**src/rtl/vga_raster_n.sv**
```systemverilog
// vga_raster_n: VGA sync generator and N_OBJ-square renderer over a background, RGB332 out; VGA_OBJ_COLLIDE_EN adds object-0 collision flags.
// Latency: one pixel-enable (pe) stage; sync, colour and coordinates are registered together on the same pe.
// Backpressure: none; free-running raster, object positions sampled once per frame at the start of vertical blank.
module vga_raster_n #(
    parameter int H_ACTIVE = 640,
    parameter int H_FP     = 16,
    parameter int H_SYNC   = 96,
    parameter int H_BP     = 48,
    parameter int V_ACTIVE = 480,
    parameter int V_FP     = 10,
    parameter int V_SYNC   = 2,
    parameter int V_BP     = 33,
    parameter int CLK_DIV  = 4,
    parameter int N_OBJ    = 3,
    parameter int OBJ_SIZE = 16
) (
    input  logic                  clk,
    input  logic                  clr_n,
    input  logic [N_OBJ*10-1:0]   obj_x,
    input  logic [N_OBJ*10-1:0]   obj_y,
    input  logic [N_OBJ*8-1:0]    obj_color,
    input  logic [7:0]            bg_color,
    output logic                  hsync,
    output logic                  vsync,
    output logic [2:0]            red,
    output logic [2:0]            green,
    output logic [1:0]            blue,
    output logic [9:0]            pix_x,
    output logic [9:0]            pix_y,
    output logic                  frame_start,
    output logic [N_OBJ-2:0]      collide
);

    localparam int H_TOTAL = H_ACTIVE + H_FP + H_SYNC + H_BP;
    localparam int V_TOTAL = V_ACTIVE + V_FP + V_SYNC + V_BP;
    localparam int DIV_W   = $clog2(CLK_DIV);

    logic [DIV_W-1:0]      div_q, div_d;
    logic                  pe;
    logic [9:0]            hc_q, hc_d;
    logic [9:0]            vc_q, vc_d;
    logic                  latch;
    logic [N_OBJ*10-1:0]   sx_q, sx_d;
    logic [N_OBJ*10-1:0]   sy_q, sy_d;
    logic [N_OBJ-1:0]      hit;
    logic                  active;
    logic [7:0]            pix_color;
    logic                  hsync_nxt, vsync_nxt;

    logic                  hsync_q, hsync_d;
    logic                  vsync_q, vsync_d;
    logic [7:0]            rgb_q, rgb_d;
    logic [9:0]            pix_x_q, pix_x_d;
    logic [9:0]            pix_y_q, pix_y_d;
    logic                  frame_start_q, frame_start_d;

    assign pe = (div_q == DIV_W'(CLK_DIV - 1));

    always_comb begin
        div_d = pe ? '0 : div_q + 1'b1;
    end

    always_comb begin
        hc_d = hc_q;
        vc_d = vc_q;
        if (pe) begin
            if (hc_q == 10'(H_TOTAL - 1)) begin
                hc_d = '0;
                vc_d = (vc_q == 10'(V_TOTAL - 1)) ? '0 : vc_q + 10'd1;
            end else begin
                hc_d = hc_q + 10'd1;
            end
        end
    end

    // Positions are captured once per frame, at the first pe of vertical blank.
    assign latch = pe && (hc_q == '0) && (vc_q == 10'(V_ACTIVE));

    always_comb begin
        sx_d = latch ? obj_x : sx_q;
        sy_d = latch ? obj_y : sy_q;
    end

    // 11-bit compare keeps objects near coordinate 1023 from wrapping onto the left/top edge.
    for (genvar i = 0; i < N_OBJ; i++) begin : g_hit
        logic [10:0] ox;
        logic [10:0] oy;
        assign ox = {1'b0, sx_q[10*i +: 10]};
        assign oy = {1'b0, sy_q[10*i +: 10]};
        assign hit[i] = (ox <= {1'b0, hc_q}) && ({1'b0, hc_q} < ox + 11'(OBJ_SIZE)) &&
                        (oy <= {1'b0, vc_q}) && ({1'b0, vc_q} < oy + 11'(OBJ_SIZE));
    end

    assign active = (hc_q < 10'(H_ACTIVE)) && (vc_q < 10'(V_ACTIVE));

    always_comb begin
        pix_color = bg_color;
        for (int i = N_OBJ - 1; i >= 0; i--) begin
            if (hit[i]) pix_color = obj_color[8*i +: 8];
        end
        if (!active) pix_color = '0;
    end

    assign hsync_nxt = !((hc_q >= 10'(H_ACTIVE + H_FP)) && (hc_q < 10'(H_ACTIVE + H_FP + H_SYNC)));
    assign vsync_nxt = !((vc_q >= 10'(V_ACTIVE + V_FP)) && (vc_q < 10'(V_ACTIVE + V_FP + V_SYNC)));

    always_comb begin
        hsync_d       = pe ? hsync_nxt : hsync_q;
        vsync_d       = pe ? vsync_nxt : vsync_q;
        rgb_d         = pe ? pix_color : rgb_q;
        pix_x_d       = pe ? hc_q : pix_x_q;
        pix_y_d       = pe ? vc_q : pix_y_q;
        frame_start_d = pe && (hc_q == '0) && (vc_q == '0);
    end

    always_ff @(posedge clk or negedge clr_n) begin
        if (!clr_n) begin
            div_q         <= '0;
            hc_q          <= '0;
            vc_q          <= '0;
            sx_q          <= '0;
            sy_q          <= '0;
            hsync_q       <= 1'b1;
            vsync_q       <= 1'b1;
            rgb_q         <= '0;
            pix_x_q       <= '0;
            pix_y_q       <= '0;
            frame_start_q <= 1'b0;
        end else begin
            div_q         <= div_d;
            hc_q          <= hc_d;
            vc_q          <= vc_d;
            sx_q          <= sx_d;
            sy_q          <= sy_d;
            hsync_q       <= hsync_d;
            vsync_q       <= vsync_d;
            rgb_q         <= rgb_d;
            pix_x_q       <= pix_x_d;
            pix_y_q       <= pix_y_d;
            frame_start_q <= frame_start_d;
        end
    end

    assign hsync       = hsync_q;
    assign vsync       = vsync_q;
    assign red         = rgb_q[7:5];
    assign green       = rgb_q[4:2];
    assign blue        = rgb_q[1:0];
    assign pix_x       = pix_x_q;
    assign pix_y       = pix_y_q;
    assign frame_start = frame_start_q;

`ifdef VGA_OBJ_COLLIDE_EN
    logic [N_OBJ-2:0] pair_hit;
    logic [N_OBJ-2:0] acc_q, acc_d;
    logic [N_OBJ-2:0] collide_q, collide_d;

    // A hit on the latch pe itself belongs to the frame that is starting.
    always_comb begin
        pair_hit = '0;
        for (int i = 1; i < N_OBJ; i++) begin
            pair_hit[i-1] = pe && active && hit[0] && hit[i];
        end
        acc_d     = latch ? pair_hit : (acc_q | pair_hit);
        collide_d = latch ? acc_q : collide_q;
    end

    always_ff @(posedge clk or negedge clr_n) begin
        if (!clr_n) begin
            acc_q     <= '0;
            collide_q <= '0;
        end else begin
            acc_q     <= acc_d;
            collide_q <= collide_d;
        end
    end

    assign collide = collide_q;
`else
    assign collide = '0;
`endif

endmodule

```
**config.mk**
```make
export PLATFORM = sky130hd
export DESIGN_NAME = vga_raster_n
export DESIGN_NICKNAME = d
export VERILOG_FILES = /design/src/rtl/vga_raster_n.sv
export SDC_FILE = /design/constraint.sdc
export NUM_CORES = 1
export LEC_CHECK = 0
export CORE_MARGIN = 4
export CORE_UTILIZATION = 47
export DETAILED_ROUTE_END_ITERATION = 6
export PLACE_DENSITY = 0.71
export SYNTH_ARGS = -nofsm -noshare
export SYNTH_HDL_FRONTEND = slang
export SYNTH_SLANG_ARGS = --single-unit
export TNS_END_PERCENT = 5
```
**constraint.sdc**
```tcl
create_clock -name clk -period 3.4 [get_ports clk]
set_input_delay 0.68 -clock clk [delete_from_list [all_inputs] [get_ports clk]]
set_output_delay 0.68 -clock clk [all_outputs]
set_load 0.01 [all_outputs]
```
# After elaboration in Yosys (flattened, before gate mapping)
# Cells that the tools add are included.
# totals
ff_bits	113
inputBits	94
out_inout_bits	33
wordCells	69
# op_classes
add_sub_neg	9
order_cmp	18
n_eq_ne	4
mux	7
reduce_logical	20
# ops
operator	count
adder 10 x 5 -> 11 bit, second input constant	6
less-than comparator 10 x 11 -> 1 bit	6
less-or-equal comparator 10 bit	6
two-way mux 8 bit	4
adder 10 x 1 -> 10 bit, second input constant	2
equality test 10 bit, second input constant	2
zero test 10 bit	2
less-than comparator 10 bit, second input constant	2
less-than comparator 10 x 9 -> 1 bit, second input constant	2
two-way mux 10 bit	2
logical AND 1 bit	15
equality test 10 x 9 -> 1 bit, second input constant	1
>= comparator 10 bit, second input constant	1
>= comparator 10 x 9 -> 1 bit, second input constant	1
adder 2 x 1 -> 2 bit, second input constant	1
equality test 2 bit, second input constant	1
zero test 1 bit	2
two-way mux 2 bit	1
AND reduction 2 bit	1

# Longest topological paths before layout
# depth
word_depth	9
ltp_mapped	11

# Least setup slack after synthesis
# OpenSTA, ideal clock, no wires.
# synth_timing
path_kind	register to register
from	reg hc_q[7]
to	reg rgb_q[0]
arrival_ns	2.737
required_ns	3.265
path_slack_ns	0.528
stages_incl_launch_ff	10
n_path_buf	1
synth_period_minus_slack_ns	2.872
cell_sequence	dfrtp_1 -> clkbuf_1 -> inv_1 -> ha_1 -> a211oi_2 -> nor2_1 -> o41a_1 -> nor4_4 -> mux2i_1 -> o221ai_2
# synth_via
elab_chain_cells	8
word_cells_on_any_way	21
classes_between	7 x order compare; 4 x mux; 10 x reduce/logical
# synth_lines
element	line	rtl
start: declaration	40	logic [9:0] hc_q, hc_d;
start signal: assignment	119	hc_q <= '0;
start signal: assignment	131	hc_q <= hc_d;
less-than comparator 10 x 11 -> 1 bit / less-or-equal comparator 10 bit (equally long branches)	90	assign hit[i] = (ox <= {1'b0, hc_q}) && ({1'b0, hc_q} < ox + 11'(OBJ_SIZE)) &&
logical AND 1 bit (2 in a row)	90	
logical AND 1 bit	91	(oy <= {1'b0, vc_q}) && ({1'b0, vc_q} < oy + 11'(OBJ_SIZE));
two-way mux 8 bit (3 in a row)	99	if (hit[i]) pix_color = obj_color[8*i +: 8];
two-way mux 8 bit (*)	101	if (!active) pix_color = '0;
end signal: assignment	137	rgb_q <= rgb_d;
end: declaration	52	logic [7:0] rgb_q, rgb_d;
# Mark *: on every way between the ends. The rest lies on a longest branch, timed or not.
# A chain may end at the register's enable or synchronous reset.

# Worst setup path after layout
# layout_timing
from	reg vc_q[3]
to	reg rgb_q[3]
# layout_via
elab_chain_cells	7
word_cells_on_any_way	18
classes_between	7 x order compare; 4 x mux; 7 x reduce/logical
# layout_lines
element	line	rtl
start: declaration	41	logic [9:0] vc_q, vc_d;
start signal: assignment	132	vc_q <= vc_d;
less-or-equal comparator 10 bit	91	
logical AND 1 bit	90	
logical AND 1 bit	91	
two-way mux 8 bit (3 in a row)	99	
two-way mux 8 bit (*)	101	
# Marks and branches as above.

==> impl_metrics.json <==
{
  "outcome": "finished clean",
  "finalClockSkew_ns": 0.00821,
  "fin_crit_sh_pct": 94.1,
  "antenna_found_initial": 1,
  "cts_tree": "built",
  "synth_enable_flop_cells": 0,
  "period_needed_ns": 3.20,
  "routedWlPerCell_microns": 18.1,
  "routed_via_density": 5.57,
  "drtPass1Iterations": 5,
  "ios": 127,
  "port_buffers": 124,
  "reg2reg_setup_slack_ns": 0.20,
  "dieArea_sq_um": 19000,
  "maxCapViolCount": 0,
  "grt_max_degree": 57,
  "place_congestion": 0.927,
  "clk_pin_slew_ns": 0.06,
  "grt-ovfl-total": 0,
  "startpoint_type": "register",
  "leakagePower_uw": 0.00463,
  "synth_cell_type_count": 48,
  "drtAntennaViolNets": 0,
  "detailed_place_hpwl_microns": 15300,
  "synth.avg_cell_area_sq_um": 10.4,
  "synthFlopType": "dfrtp_1",
  "gr-usage-all-layers_pct": 23.0,
  "tightest_slew_ns": 0.824,
  "netlist_instances": 765,
  "cts_setup_buffers": 0,
  "fin_util_pct": 61.5,
  "hold_viol_final": 0,
  "numCtsBuffers": 17,
  "layout_common_cells": "130 x ha_1, 123 x clkdlybuf4s50_1, 111 x dfrtp_1",
  "ys_seq_area_share_pct": 35.7,
  "std_cell_rows": 47,
  "crit_required_ns": 3.70,
  "max_freq_mhz": 313,
  "grt_pass1_wl_microns": 33300,
  "nets": 1145,
  "cts_root_buffer": "clkbuf_16",
  "worstSkewPairLatency_ns": 0.43,
  "die_x_microns": 138,
  "ir_drop_v": 0.000346,
  "diodes": 0,
  "synthArstFlopShare_pct": 100,
  "clk_path_buf_depth": 2,
  "core_area_sq_um": 16600,
  "layout_commonest_cell": "ha_1",
  "finalSetupTns_ns": 0,
  "initial_utilization_pct": 47.9,
  "area_growth_pct": 28.5,
  "drtIter0Drc": 312,
  "power_density_nw_per_um2": 362,
  "drc": 0,
  "hp-class": "input pin to async pin",
  "worstPathArrival_ns": 3.50,
  "crit_path_end_kind": "register",
  "final_cell_count_no_fill": 1152,
  "ys_seq_elements": 113,
  "clock-sinks": 113,
  "cp_max_fo": 8,
  "slew_violations": 0,
  "fillers": 1367,
  "crit_type": "register to register",
  "placed_cells": 1121,
  "setup_viol": 0,
  "synth_warnings": 0,
  "ctsHtreeMaxLevel": 4,
  "drive_gt1_share_pct": 17.1,
  "synth_area_sq_um": 7940,
  "grt_setup_unrepaired": "false",
  "grt_pass1_vias": 6485,
  "totalWireLength_microns": 20900,
  "die_h_microns": 138,
  "route.vias.total": 6412,
  "slew_headroom_pct": 44.7
}
routing by layer:
layer	routed length (microns)	vias to the layer above	share of wire (%)	global-route usage, %
li1	-	3067	-	-
met1	9200	3088	44	29.9
met2	9730	208	47	36.2
met3	1340	47	6.4	6.35
met4	615	2	2.9	9.60
met5	7	-	0.033	0
cell families after synthesis:
| kind of cell | Yosys count | synth area share (%) |
|---|---|---|
| DFF | 113 | 35.7 |
| adders and majority gates | 131 | 20.6 |
| and+or+nand+nor | 181 | 12.5 |
| other | 1 | 0.0472 |
| xor gates and xnor gates | 35 | 3.86 |
| buffers and inverters | 92 | 4.45 |
| AOI/OAI and AO/OA | 124 | 10.5 |
| muxes | 88 | 12.4 |
cell type report:
type                       instances  area [sq um]  area share, %
multi-input combinational        561          4760           46.7
sequential                       113          2830           27.8
timing repair buffer             154          1460           14.4
clock buffer                      17           425           4.17
tap                              220           275           2.70
inverter                          73           274           2.69
clock inverter                    14           165           1.62
metrics by stage:
stage,cell area (sq um),setup WS [ns],hold WS (ns),power (uW)
floorplan,7940,0.528,0.384,1680
global placement,9600,0.182,0.421,1900
detailed placement,9600,0.157,0.428,1910
CTS,10200,0.154,0.348,3720
global route,10200,0.112,0.380,3850
finish,10200,0.202,0.316,3690
worst paths after layout:
kind | start | end | cells past startpoint
min reg2reg | div_q[0]$_DFF_PN0_ | div_q[0]$_DFF_PN0_ | 1
min | clr_n | sx_q[24]$_DFFE_PN0P_ | 1
max reg2reg | vc_q[3]$_DFFE_PN0P_ | rgb_q[3]$_DFFE_PN0P_ | 9
max in group asynchronous | clr_n | vsync$_DFFE_PN1P_ | 2
min in group clk | div_q[0]$_DFF_PN0_ | div_q[0]$_DFF_PN0_ | 1
max | vc_q[3]$_DFFE_PN0P_ | rgb_q[3]$_DFFE_PN0P_ | 9
timing repair:
item                                    in CTS  in global routing
resized for setup                            0                  1
endpoints found under the hold margin        0                  0
endpoints found under the setup margin       0                  8
hold buffers                                 0                  0
power breakdown:
| part | internal (uW) | switching (uW) |
|---|---|---|
| clock | 1140 | 653 |
| sequential | 1400 | 58.5 |
| combinational | 253 | 184 |
| total | 2790 | 896 |
cell usage after synthesis (all sizes together), types with 2 or more instances:
cell	count	area [sq um]
ha	131	1640
dfrtp	111	2780
mux2	80	901
inv	73	274
a21oi	44	220
nor2	33	124
nand3	29	150
o21ai	29	145
nand4	23	144
nand2	22	82.6
nor3	19	95.1
xnor2	19	166
xor2	16	140
clkbuf	14	52.6
and3	13	81.3
nand2b	12	75.1
nor2b	12	75.1
o221ai	10	138
a21o	9	67.6
mux2i	8	80.1
a211oi	6	50.1
nor4	6	52.6
a2111oi	5	50.0
a31oi	5	31.3
buf	5	26.3
nand3b	5	50.1
o31ai	4	30.0
o22ai	3	18.8
or3	3	18.8
dfstp	2	52.6
nand4b	2	17.5
o2111ai	2	17.5
o41a	2	22.5
critical path, cell delays in order, from the launching register on:
cell and delay [ns]:
dfrtp_1 0.37, inv_1 0.19, ha_1 0.29, a21oi_1 0.18, o21ai_0 0.12, a2111oi_1 0.74
o221ai_1 0.31, or3_1 0.44, nand3_2 0.27, o221ai_2 0.15
sequential cells by signal, summed over array words and instances (netlist names):
name / cells
vc_q: 10
hc_q: 10
hsync: 1
sy_q: 30
sx_q: 30
pix_x: 10
vsync: 1
div_q: 2
frame_start: 1
pix_y: 10
rgb_q: 8
No activity file was read; power rests on OpenSTA's default activity.
==> edit: new RTL, same settings <==
Register the outputs `red`, `green` and `blue`, cleared by the reset; this adds one clock of latency there. The other outputs are not delayed to match.
--- a/src/rtl/vga_raster_n.sv
+++ b/src/rtl/vga_raster_n.sv
@@ -144,7 +144,15 @@
     assign hsync       = hsync_q;
     assign vsync       = vsync_q;
-    assign red         = rgb_q[7:5];
-    assign green       = rgb_q[4:2];
-    assign blue        = rgb_q[1:0];
+    always_ff @(posedge clk or negedge clr_n) begin
+        if (!clr_n) begin
+            red   <= '0;
+            green <= '0;
+            blue  <= '0;
+        end else begin
+            red   <= rgb_q[7:5];
+            green <= rgb_q[4:2];
+            blue  <= rgb_q[1:0];
+        end
+    end
     assign pix_x       = pix_x_q;
     assign pix_y       = pix_y_q;
Check against the original RTL: not equivalent (Yosys sat finds a counterexample within 10 cycles, from zero or initial values).
==> edit against the unedited design <==
  * Die area up 1.3%
  * Routed wire length shrank 1.9%
  * Largest cell class unchanged
  * Sequential share of layout area rose by 1.6 points
  * Area after synthesis up 1.3%
  * Worst setup slack gained 0.028 ns
  * Largest power group unchanged
  * Final area is 1.2% higher
  * Total power up 2.5%
  * Core utilization is 0.32 points higher
  * Sequential cell count is 8 higher
==> edit: results (changes against the unedited design) <==
- Max rail drop VDD: 0.380 mV (was 0.346 mV)
- R2R depth: 10 (was 9)
- Iteration count of the initial detailed-routing pass: 4 (was 5)
- Largest cells by area after synthesis: sky130_fd_sc_hd__dfrtp_1 (37%), sky130_fd_sc_hd__ha_1 (20%), sky130_fd_sc_hd__mux2_2 (11%) (was sky130_fd_sc_hd__dfrtp_1 (35%), sky130_fd_sc_hd__ha_1 (21%), sky130_fd_sc_hd__mux2_2 (11%))
- Top cell types by occurrence after synthesis: sky130_fd_sc_hd__ha_1 (131), sky130_fd_sc_hd__dfrtp_1 (119), sky130_fd_sc_hd__mux2_2 (81), sky130_fd_sc_hd__inv_1 (62), sky130_fd_sc_hd__nand2_1 (32) (was sky130_fd_sc_hd__ha_1 (131), sky130_fd_sc_hd__dfrtp_1 (111), sky130_fd_sc_hd__mux2_2 (80), sky130_fd_sc_hd__inv_1 (73), sky130_fd_sc_hd__a21oi_1 (44))
- Worst Tran Pin Value: 0.788 ns (was 0.824 ns)
- Share of post-route cells with drive strength above 1: 0.173 (was 0.171)
- RD Place Congestion: 0.886 (was 0.927)
- Total met2 wirelength after detailed routing: 10.4 mm (was 9.73 mm)
- Detailed-routing wirelength on met1: 8.76 mm (was 9.20 mm)
- Data arrival at the endpoint of the critical path: 3.46 ns (was 3.50 ns)
- Crit path max-delay family: simple AND/OR/NAND/NOR gates (was compound AO/OA/AOI/OAI gates)
- Net count of the finished layout: 1129 (was 1145)
- Unique masters post-synth: 50 (was 48)
- Highest metal layer with signal wires: met4 (was met5)
- Slowest cell on crit path: sky130_fd_sc_hd__nor4_4 (was sky130_fd_sc_hd__a2111oi_1)
- Average vias per placed instance: 5.47 (was 5.57)
- Routed wl met3: 883 µm (was 1.34 mm)
- First-pass GRT wire length: 33.0 mm (was 33.3 mm)
- Leakage power total: 4.68 nW (was 4.63 nW)
- Status: completed (unchanged)
- Pre-CTS setup slack: 0.113 ns (was 0.157 ns)
- Maximum single-stage delay on the critical path: 0.62 ns (was 0.74 ns)
- Via count of the first global-routing pass: 6371 (was 6485)
- Total routing usage reported by global routing: 0.216 (was 0.230)
- Pin count of the biggest net entering global routing: 75 (was 57)
- Half-perimeter wire length after placement: 15.5 mm (was 15.3 mm)
- Detailed Route Iter0 Violations: 282 (was 312)
-- edit: changes by cell type after synthesis, moves of 4 or more --
cell,change
sky130_fd_sc_hd__dfrtp_1,+8
sky130_fd_sc_hd__a211oi_1,+7
sky130_fd_sc_hd__nand2_1,+10
sky130_fd_sc_hd__buf_1,+4
sky130_fd_sc_hd__and3_1,-4
sky130_fd_sc_hd__a21oi_1,-14
sky130_fd_sc_hd__nand4_1,-7
sky130_fd_sc_hd__nand3b_1,-4
sky130_fd_sc_hd__inv_1,-11
sky130_fd_sc_hd__nor2_1,-7
sky130_fd_sc_hd__a32oi_1,+11
sky130_fd_sc_hd__clkbuf_1,-9
-- edit: cell type report --
class,count,area share
well taps,220,0.0267
inverters,63,0.0229
clock buffers,24,0.0467
repair buffers,155,0.144
flip-flops and latches,121,0.294
multi-input cells,546,0.457
diodes,1,0.000242
clock inverters,8,0.00921
-- edit: metrics by stage --
step	util	hold slack (ns)	total power, mW	std cells	cell area [µm²]
finish	0.618	0.265	3.78	1138	10300
global route	0.618	0.311	3.95	1138	10300
CTS	0.618	0.281	3.82	1137	10300
detailed placement	0.583	0.366	2.03	1105	9740
global placement	0.583	0.360	2.02	1105	9740
floorplan	-	0.354	1.79	745	8050
-- edit: worst paths after layout --
kind / endpoint / start / slack [ns]
max: rgb_q[0]$_DFFE_PN0P_ / sx_q[4]$_DFFE_PN0P_ / 0.23
min: sy_q[6]$_DFFE_PN0P_ / clr_n / 0.26
max reg2reg: rgb_q[0]$_DFFE_PN0P_ / sx_q[4]$_DFFE_PN0P_ / 0.23
min reg2reg: green[0]$_DFF_PN0_ / rgb_q[2]$_DFFE_PN0P_ / 0.39
max in group asynchronous: hsync$_DFFE_PN1P_ / clr_n / 2.30
min in group clk: green[0]$_DFF_PN0_ / rgb_q[2]$_DFFE_PN0P_ / 0.39
-- edit: where the power goes --
group          leakage [nW]  switching (mW)  internal, mW  total (mW)
registers              1.48          0.0644          1.51        1.57
logic                  2.92           0.185         0.253       0.439
clock network         0.280           0.641          1.13        1.77
-- edit: metal layers --
metal,GRT usage,vias up
li1,-,3035
met4,0.0690,0
met5,0,-
met2,0.371,140
met1,0.263,3014
met3,0.0590,37
-- edit: timing repair --
| action | in CTS | in global routing |
|---|---|---|
| resized for setup | 0 | 1 |
| setup endpoints to repair | 0 | 8 |
| buffers inserted | 0 | 0 |
| hold buffers | 0 | 0 |
-- edit: kinds of logic after synthesis --
family                   Yosys count  share of synthesized area
AND/OR/NAND/NOR                  157                      0.101
adder cells (fa/ha/maj)          131                      0.204
AO/OA/AOI/OAI                    131                      0.117
flip-flops                       121                      0.377
multiplexers                      90                      0.125
buffers and inverters             78                     0.0378
XOR/XNOR                          35                     0.0381
other                              1                   0.000466
